===== src/rtl/width.svh =====
// Default datapath widths shared by the NPU blocks; override by defining the macros first.
`ifndef WIDTH_SVH
`define WIDTH_SVH
`ifndef DATA_WIDTH
`define DATA_WIDTH 8
`endif
`ifndef ACC_WIDTH
`define ACC_WIDTH 32
`endif
`endif


===== src/rtl/npu_pkg.sv =====
// Shared NPU types: trainer FSM state encoding and signed saturation bounds.
package npu_pkg;

   typedef enum logic [1:0] {StIdle, StUpdate, StBias, StDone} trainer_state_t;

   function automatic logic signed [63:0] sat_max(input int unsigned width);
      return (64'sd1 <<< (width - 1)) - 64'sd1;
   endfunction

   function automatic logic signed [63:0] sat_min(input int unsigned width);
      return -(64'sd1 <<< (width - 1));
   endfunction

endpackage


===== src/rtl/sat_add.sv =====
// Adds a wide signed delta to a narrow signed value and clamps the result to the narrow range.
`include "width.svh"

module sat_add
   import npu_pkg::*;
#(
   parameter int unsigned ACC_WIDTH  = `ACC_WIDTH,
   parameter int unsigned DATA_WIDTH = `DATA_WIDTH
) (
   input  logic signed [DATA_WIDTH-1:0] a_i,
   input  logic signed [ACC_WIDTH-1:0]  delta_i,
   output logic signed [DATA_WIDTH-1:0] sum_o
);

   localparam logic signed [ACC_WIDTH:0] SatMax = (ACC_WIDTH + 1)'(sat_max(DATA_WIDTH));
   localparam logic signed [ACC_WIDTH:0] SatMin = (ACC_WIDTH + 1)'(sat_min(DATA_WIDTH));

   // One extra bit so the raw sum can never wrap before clamping.
   logic signed [ACC_WIDTH:0] full;

   always_comb begin
      full = (ACC_WIDTH + 1)'(a_i) + (ACC_WIDTH + 1)'(delta_i);
      if (full > SatMax) begin
         sum_o = DATA_WIDTH'(SatMax);
      end else if (full < SatMin) begin
         sum_o = DATA_WIDTH'(SatMin);
      end else begin
         sum_o = DATA_WIDTH'(full);
      end
   end

endmodule


===== src/rtl/perceptron_trainer.sv =====
// Delta-rule trainer for a ReLU perceptron: one weight updated per cycle, then the bias,
// with saturating arithmetic and a learning rate of 2^-LR_SHIFT.
`include "width.svh"

module perceptron_trainer
   import npu_pkg::*;
#(
   parameter int unsigned N          = 4,
   parameter int unsigned DATA_WIDTH = `DATA_WIDTH,
   parameter int unsigned ACC_WIDTH  = `ACC_WIDTH,
   parameter int unsigned LR_SHIFT   = 4
) (
   input  logic                                clk,
   input  logic                                rst,
   input  logic                                in_valid,
   output logic                                in_ready,
   input  logic signed [N-1:0][DATA_WIDTH-1:0] x,
   input  logic signed [DATA_WIDTH-1:0]        y,
   input  logic signed [DATA_WIDTH-1:0]        target,
   input  logic                                load_en,
   input  logic signed [N-1:0][DATA_WIDTH-1:0] load_w,
   input  logic signed [DATA_WIDTH-1:0]        load_b,
   output logic signed [N-1:0][DATA_WIDTH-1:0] w,
   output logic signed [DATA_WIDTH-1:0]        b,
   output logic                                busy,
   output logic                                done
);

   localparam int unsigned IdxW = (N > 1) ? $clog2(N) : 1;

   trainer_state_t state_q, state_d;

   logic [IdxW-1:0]                  idx_q;
   logic [N-1:0][DATA_WIDTH-1:0]     w_q;
   logic [N-1:0][DATA_WIDTH-1:0]     x_q;
   logic signed [DATA_WIDTH-1:0]     b_q;
   logic signed [DATA_WIDTH:0]       err_q;
   logic signed [DATA_WIDTH:0]       err_in;
   logic signed [ACC_WIDTH-1:0]      w_prod;
   logic signed [ACC_WIDTH-1:0]      w_delta;
   logic signed [ACC_WIDTH-1:0]      b_delta;
   logic signed [DATA_WIDTH-1:0]     w_upd;
   logic signed [DATA_WIDTH-1:0]     b_upd;
   logic                             accept;
   logic                             load;
   logic                             skip;
   logic                             last_idx;

   assign accept   = in_valid && in_ready;
   assign load     = load_en && (state_q == StIdle);
   assign err_in   = (DATA_WIDTH + 1)'(target) - (DATA_WIDTH + 1)'(y);
   // ReLU gradient is zero for y <= 0, and a zero error changes nothing.
   assign skip     = y[DATA_WIDTH-1] || (y == '0) || (err_in == '0);
   assign last_idx = (idx_q == IdxW'(N - 1));

   assign w_prod  = ACC_WIDTH'(err_q) * ACC_WIDTH'($signed(x_q[idx_q]));
   assign w_delta = w_prod >>> LR_SHIFT;
   assign b_delta = ACC_WIDTH'(err_q) >>> LR_SHIFT;

   sat_add #(
      .ACC_WIDTH  (ACC_WIDTH),
      .DATA_WIDTH (DATA_WIDTH)
   ) u_sat_w (
      .a_i     ($signed(w_q[idx_q])),
      .delta_i (w_delta),
      .sum_o   (w_upd)
   );

   sat_add #(
      .ACC_WIDTH  (ACC_WIDTH),
      .DATA_WIDTH (DATA_WIDTH)
   ) u_sat_b (
      .a_i     (b_q),
      .delta_i (b_delta),
      .sum_o   (b_upd)
   );

   always_ff @(posedge clk or posedge rst) begin
      if (rst) begin
         state_q <= StIdle;
      end else begin
         state_q <= state_d;
      end
   end

   always_comb begin
      state_d = state_q;
      unique case (state_q)
         StIdle:   if (accept) state_d = skip ? StDone : StUpdate;
         StUpdate: if (last_idx) state_d = StBias;
         StBias:   state_d = StDone;
         StDone:   state_d = StIdle;
         default:  state_d = StIdle;
      endcase
   end

   always_comb begin
      in_ready = (state_q == StIdle) && !load_en;
      busy     = (state_q != StIdle);
      done     = (state_q == StDone);
   end

   always_ff @(posedge clk or posedge rst) begin
      if (rst) begin
         idx_q <= '0;
         w_q   <= '0;
         b_q   <= '0;
         x_q   <= '0;
         err_q <= '0;
      end else begin
         if (load) begin
            w_q <= load_w;
            b_q <= load_b;
         end
         if (accept) begin
            x_q   <= x;
            err_q <= err_in;
            idx_q <= '0;
         end
         if (state_q == StUpdate) begin
            w_q[idx_q] <= w_upd;
            idx_q      <= last_idx ? '0 : idx_q + 1'b1;
         end
         if (state_q == StBias) begin
            b_q <= b_upd;
         end
      end
   end

   assign w = w_q;
   assign b = b_q;

endmodule


===== config.mk =====
export PLATFORM = sky130hd
export DESIGN_NAME = perceptron_trainer
export DESIGN_NICKNAME = d
export VERILOG_FILES = /design/src/rtl/npu_pkg.sv /design/src/rtl/sat_add.sv /design/src/rtl/perceptron_trainer.sv
export VERILOG_INCLUDE_DIRS = /design/src /design/src/rtl
export SDC_FILE = /design/constraint.sdc
export NUM_CORES = 1
export LEC_CHECK = 0
export ABC_AREA = 1
export BUFFER_PORTS_ARGS = -buffer_cell sky130_fd_sc_hd__buf_4
export CORE_MARGIN = 4
export CORE_UTILIZATION = 25
export DETAILED_ROUTE_END_ITERATION = 16
export PLACE_DENSITY = 0.43
export SLEW_MARGIN = 20
export SYNTH_ARGS = -nofsm -noshare
export SYNTH_HDL_FRONTEND = slang
export SYNTH_SLANG_ARGS = --single-unit
export TNS_END_PERCENT = 10

===== constraint.sdc =====
create_clock -name clk -period 9 [get_ports clk]
set_input_delay 0.45 -clock clk [delete_from_list [all_inputs] [get_ports clk]]
set_output_delay 0.45 -clock clk [all_outputs]
set_load 0.01 [all_outputs]

==> Word-level counts from Yosys, hierarchy flattened <==
Index checks and enable logic that the tools add are counted.
{ "word_totals": {"ff_bits": 85, "input_bits": 92, "out_inout_bits": 43, "elab_cells": 65} }
{ "classes": {"n_addsub": 4, "multipliers": 1, "order_cmp": 6, "n_eq_ne": 6, "muxes": 22, "n_reduce_logical": 14} }
{ "op_table": {"columns": ["op", "n"], "rows": [
  ["$mux 8", 9],
  ["$gt 33x8->1 const B", 2],
  ["$lt 33x8->1 const B", 2],
  ["$mux 32", 2],
  ["$bmux 8 s2", 2],
  ["$bwmux 32", 1],
  ["$mul 9x8->17", 1],
  ["$demux 8 s2", 1],
  ["$add 8x13->14", 1],
  ["$mux 2", 6],
  ["$add 8x5->9", 1],
  ["$logic_not 9->1", 1],
  ["$sub 8x8->9", 1],
  ["$logic_not 8->1", 1],
  ["$pmux 2 s4", 1],
  ["$eq 2x2->1 const B", 3],
  ["$reduce_bool 2->1", 3],
  ["$logic_and 1x1->1", 4],
  ["$ne 2x2->1 const B", 2],
  ["$lt 2x3->1 const B", 1],
  ["$add 2x1->2 const B", 1],
  ["$eq 2x1->1 const B", 1],
  ["$ge 2x1->1 const B", 1],
  ["$logic_not 2->1", 1],
  ["3 further kinds", 4]
]} }

==> Logic depth before layout (Yosys ltp) <==
{ "depth": {"word_depth": 9, "ltp_mapped": 41} }

==> Hierarchy <==
A second synthesis with hierarchy kept.
{ "hier_totals": {"cells_unflattened": 2197, "area_unflattened_um2": 13046.3} }
{ "by_module_without_submodules": {"columns": ["module", "instances", "cells_per_inst", "area_per_inst_um2", "seq_area_each_um2"], "rows": [
  ["perceptron_trainer", 1, 935, 7178.1, 2127.0],
  ["sat_add", 2, 631, 2934.1, 0.0]
]} }

==> Worst setup path before layout <==
No wires, ideal clock.
{ "synth_timing": {"path_kind": "reg2reg", "start": "register idx_q[0]", "end": "register w_q, in the netlist w[18]", "arrival_time_ps": 6094, "setup_slack_ps": 2789, "stages_incl_launch_ff": 36, "path_buffers": 3, "synth_period_minus_slack_ps": 6211, "path_cell_list": "dfrtp_1 > clkbuf_1 > clkinv_1 > clkbuf_1 > nand2_1 > nand3_1 > nand2_1 > nor2_1 > inv_1 > fa_1 > inv_1 > fa_1 > fa_1 > inv_1 > fa_1 > inv_1 > ha_1 > nand2_1 > o21ai_0 > a21oi_1 > o21ai_0 > xnor2_1 > inv_1 > ha_1 > a21o_1 > nand3_1 > o21ai_0 > nor3_2 > nand3_1 > nand2_2 > inv_2 > nand2_4 > buf_8 > nand2_2 > nand2_1 > nand2_1"} }
{ "synth_between": {"elab_chain_len": 9, "elab_cells_between_ends": 17, "classes_between": "add/sub: 1; mul: 1; order compare: 4; mux: 10; reduce/logical: 1"} }
{ "synth_rtl": {"columns": ["element", "line_no", "rtl"], "rows": [
  ["from (decl)", "perceptron_trainer.sv:33", "logic [IdxW-1:0] idx_q;"],
  ["from (signal assigned)", "perceptron_trainer.sv:122", "idx_q <= last_idx ? '0 : idx_q + 1'b1;"],
  ["$bmux 8 s2", "perceptron_trainer.sv:56", "assign w_prod = ACC_WIDTH'(err_q) * ACC_WIDTH'($signed(x_q[idx_q]));"],
  ["$mux 8 (implied by the code)", "perceptron_trainer.sv:56", null],
  ["$mul 9x8->17", "perceptron_trainer.sv:56", null],
  ["$add 8x13->14", "sat_add.sv:22", "full = (ACC_WIDTH + 1)'(a_i) + (ACC_WIDTH + 1)'(delta_i);"],
  ["$lt 33x8->1", "sat_add.sv:25", "end else if (full < SatMin) begin"],
  ["$mux 8", "sat_add.sv:25", null],
  ["$mux 8", "sat_add.sv:23", "if (full > SatMax) begin"],
  ["$bwmux 32 (*)", "perceptron_trainer.sv:121", "w_q[idx_q] <= w_upd;"],
  ["$mux 32 (*)", "perceptron_trainer.sv:120", "if (state_q == StUpdate) begin"],
  ["to (signal assigned)", "perceptron_trainer.sv:112", "w_q <= load_w;"],
  ["to (signal, indexed assignment)", "perceptron_trainer.sv:121", null],
  ["to (decl)", "perceptron_trainer.sv:34", "logic [N-1:0][DATA_WIDTH-1:0] w_q;"]
]} }
Every way passes the cells marked *; elsewhere a longest branch is shown, timed or not. The select of a mux whose other input is x is not followed.
A chain may end at the register's enable or synchronous reset.

==> Worst setup path in the final report <==
{ "layout_timing": {"start": "register idx_q[1]", "end": "register w_q, in the netlist w[6]"} }
The elaborated chain is that of the path after synthesis.

==> impl_metrics.env <==
export IMPL_cp_startpoint="idx_q[1]"
export IMPL_skew_ns=0.0104
export IMPL_fin_cells=1743
export IMPL_die_area_sq_mm=0.0371
export IMPL_ys_ff_latch=85
export IMPL_grt_overflow_total=0
export IMPL_crit_slowest_cell="dfrtp_1"
export IMPL_path_delay_family="adder cells"
export IMPL_yosysWarnings=0
export IMPL_yosys_top_cells_area="dfrtp_1 (25%), nand2_1 (18%), fa_1 (15%)"
export IMPL_path_max_fanout=18
export IMPL_tightest_slew_ns=1.04
export IMPL_syn2layout_area_growth_pct=20.8
export IMPL_period_minus_slack_ns=7.31
export IMPL_grt_antenna_before_repair=0
export IMPL_fp_dieH_um=192
export IMPL_dr_first_iter_drc_count=361
export IMPL_post_dp_cell_area_sq_mm=0.0100
export IMPL_worst_ep_arrival_time_ns=7.55
export IMPL_hold_path_class="input pin to async pin"
export IMPL_yosysSeqAreaShare=0.250
export IMPL_cts_resized_gates=0
export IMPL_final_cell_mix="nand2_1 (403), inv_1 (163), buf_4 (140)"
export IMPL_worstSetupStartpointType="flop"
export IMPL_yosysTopAreaCell="dfrtp_1"
export IMPL_cp_end_kind="flop"
export IMPL_setup_viol=0
export IMPL_drive_gt1_frac=0.157
export IMPL_critPathKind="flop to flop"
export IMPL_reg2reg_slack_ns=1.69
export IMPL_firstDrtPassIters=5
export IMPL_syn_cell_area_sq_mm=0.00851
export IMPL_place_ws_ns=1.71
export IMPL_row_count=67
export IMPL_syn_nets=1389
export IMPL_htreeDepth=3
export IMPL_synth_distinct_cells=38
export IMPL_async_reset_ff_frac=1.00
export IMPL_crit_cells=33
export IMPL_io_pins=135
export IMPL_wire_per_inst_um=14.7
export IMPL_fmax_mhz=137
export IMPL_grt_pass1_wl_um=41700
export IMPL_remaining_drc_errors=0
export IMPL_crit_end="w[6]"
export IMPL_critical_path_buf_inv_count=9
export IMPL_synth_edf_count=0
export IMPL_place_hpwl_um=21000
export IMPL_cts_tree="yes"
export IMPL_routed_wl_um=25700
export IMPL_max_cap_viol_count=0
export IMPL_r2r_end="w[6]"
export IMPL_avgSynthCellArea_sq_um=7.30
export IMPL_cts_root_buf="clkbuf_16"
export IMPL_avgViaCountPerCell=4.37
export IMPL_layout_nets=1514
export IMPL_diodes=0
export IMPL_cts_buffer_depth=2
export IMPL_grt_start_max_net_pins=54
export IMPL_maxSlewHeadroom=0.305
export IMPL_max_stage_delay_ns=0.76
export IMPL_io_buffer_count=134
export IMPL_fin_tns_setup_ns=0
export IMPL_worst_r2r_path_depth=33
export IMPL_r2r_start="idx_q[1]"
export IMPL_place_congestion=0.881
export IMPL_hold_buffers=0
export IMPL_synth_top_area_share=0.250
export IMPL_period_share=0.812
export IMPL_numCtsBuffers=9
export IMPL_synth_main_ff_cell="dfrtp_1"
export IMPL_synth_cells=1165
export IMPL_report_final_slew_viol_count=0
export IMPL_hold_viol_final=0
export IMPL_critical_path_required_ns=9.24
export IMPL_num_vias=7623
export IMPL_start_util=0.254
export IMPL_fin_area_sq_mm=0.0103
export IMPL_layout_commonest_cell="nand2_1"
export IMPL_rsz0062_at_grt="false"
export IMPL_path_common_cell="nand2_1"
export IMPL_fillers=3758
export IMPL_clk_latency_ns=0.35
export IMPL_cts_setup_buffers=0
export IMPL_fp_dieW_um=192
export IMPL_clock_sinks=85
export IMPL_dp_cells=1727
export IMPL_clkSlewWorstSetupHoldPaths_ns=0.07
export IMPL_grt_usage=0.141
export IMPL_antenna_left=0
export IMPL_status="completed"
export IMPL_setup_slack_ns=1.69
export IMPL_core_sq_mm=0.0335
export IMPL_grt_pass1_vias=7952
-- through the flow --
step | util | hold WS, ns
final | 0.307 | 0.166
after global placement | 0.298 | 0.467
after global routing | 0.307 | 0.197
after detailed placement | 0.298 | 0.467
after CTS | 0.307 | 0.175
after floorplan | - | 0.449
-- cell usage after synthesis (2+ instances only) --
cell type and count:
nor2_1 101, nor3_1 2, o2111ai_1 2, o22ai_1 7, dfrtp_1 85, nor2_2 3
ha_1 69, fa_1 63, nand4_1 6, xnor2_1 16, nand2_1 403, nand3_1 63
clkbuf_1 20, nand2_2 10, inv_1 164, clkinv_1 4, a21o_1 3, inv_2 5
xor2_1 19, o21ai_0 43, a31oi_1 2, mux2_2 26, a21oi_1 30, buf_2 4
nor4_1 2
-- how the worst min path moves through the flow --
| stage | startpoint | end | slack (ns) |
|---|---|---|---|
| floorplan | x_q[24] | x_q[24] | 0.45 |
| global placement | x_q[13] | x_q[13] | 0.47 |
| detailed placement | x_q[10] | x_q[10] | 0.47 |
| CTS | rst | w[9] | 0.18 |
| global route | rst | w[9] | 0.20 |
| finish | rst | w[17] | 0.17 |
-- registers in the layout (all words and copies together) (netlist names) --
name and count:
w 32, x_q 32, err_q 9, b 8, idx_q 2, state_q 2
-- routing by layer --
| metal | track usage | share of wire | up-vias |
|---|---|---|---|
| met5 | 0 | 0 | - |
| met4 | 0.0225 | 0.0092 | 0 |
| met3 | 0.0219 | 0.041 | 19 |
| met2 | 0.244 | 0.47 | 177 |
| met1 | 0.190 | 0.48 | 3561 |
| li1 | - | - | 3866 |
-- layout make-up --
type / instances / area [sq um] / share of cell area
Multi-Input combinational cell: 881 / 5620 / 0.546
Sequential cell: 85 / 2130 / 0.207
Timing Repair Buffer: 140 / 1050 / 0.102
Inverter: 173 / 651 / 0.0633
Tap cell: 448 / 561 / 0.0545
Clock buffer: 10 / 229 / 0.0223
Clock inverter: 6 / 45.0 / 0.00438
-- kinds of logic after synthesis --
kind of cell | after synthesis | synth area share
and+or+nand+nor | 596 | 0.282
buffers and inverters | 199 | 0.0897
adders and majority gates | 132 | 0.250
AOI/OAI and AO/OA | 92 | 0.0587
DFF | 85 | 0.250
xor gates and xnor gates | 35 | 0.0360
muxes | 26 | 0.0344
Power is not shown: default switching activity piles up to over one toggle a cycle in this logic, so the estimate is an artifact.
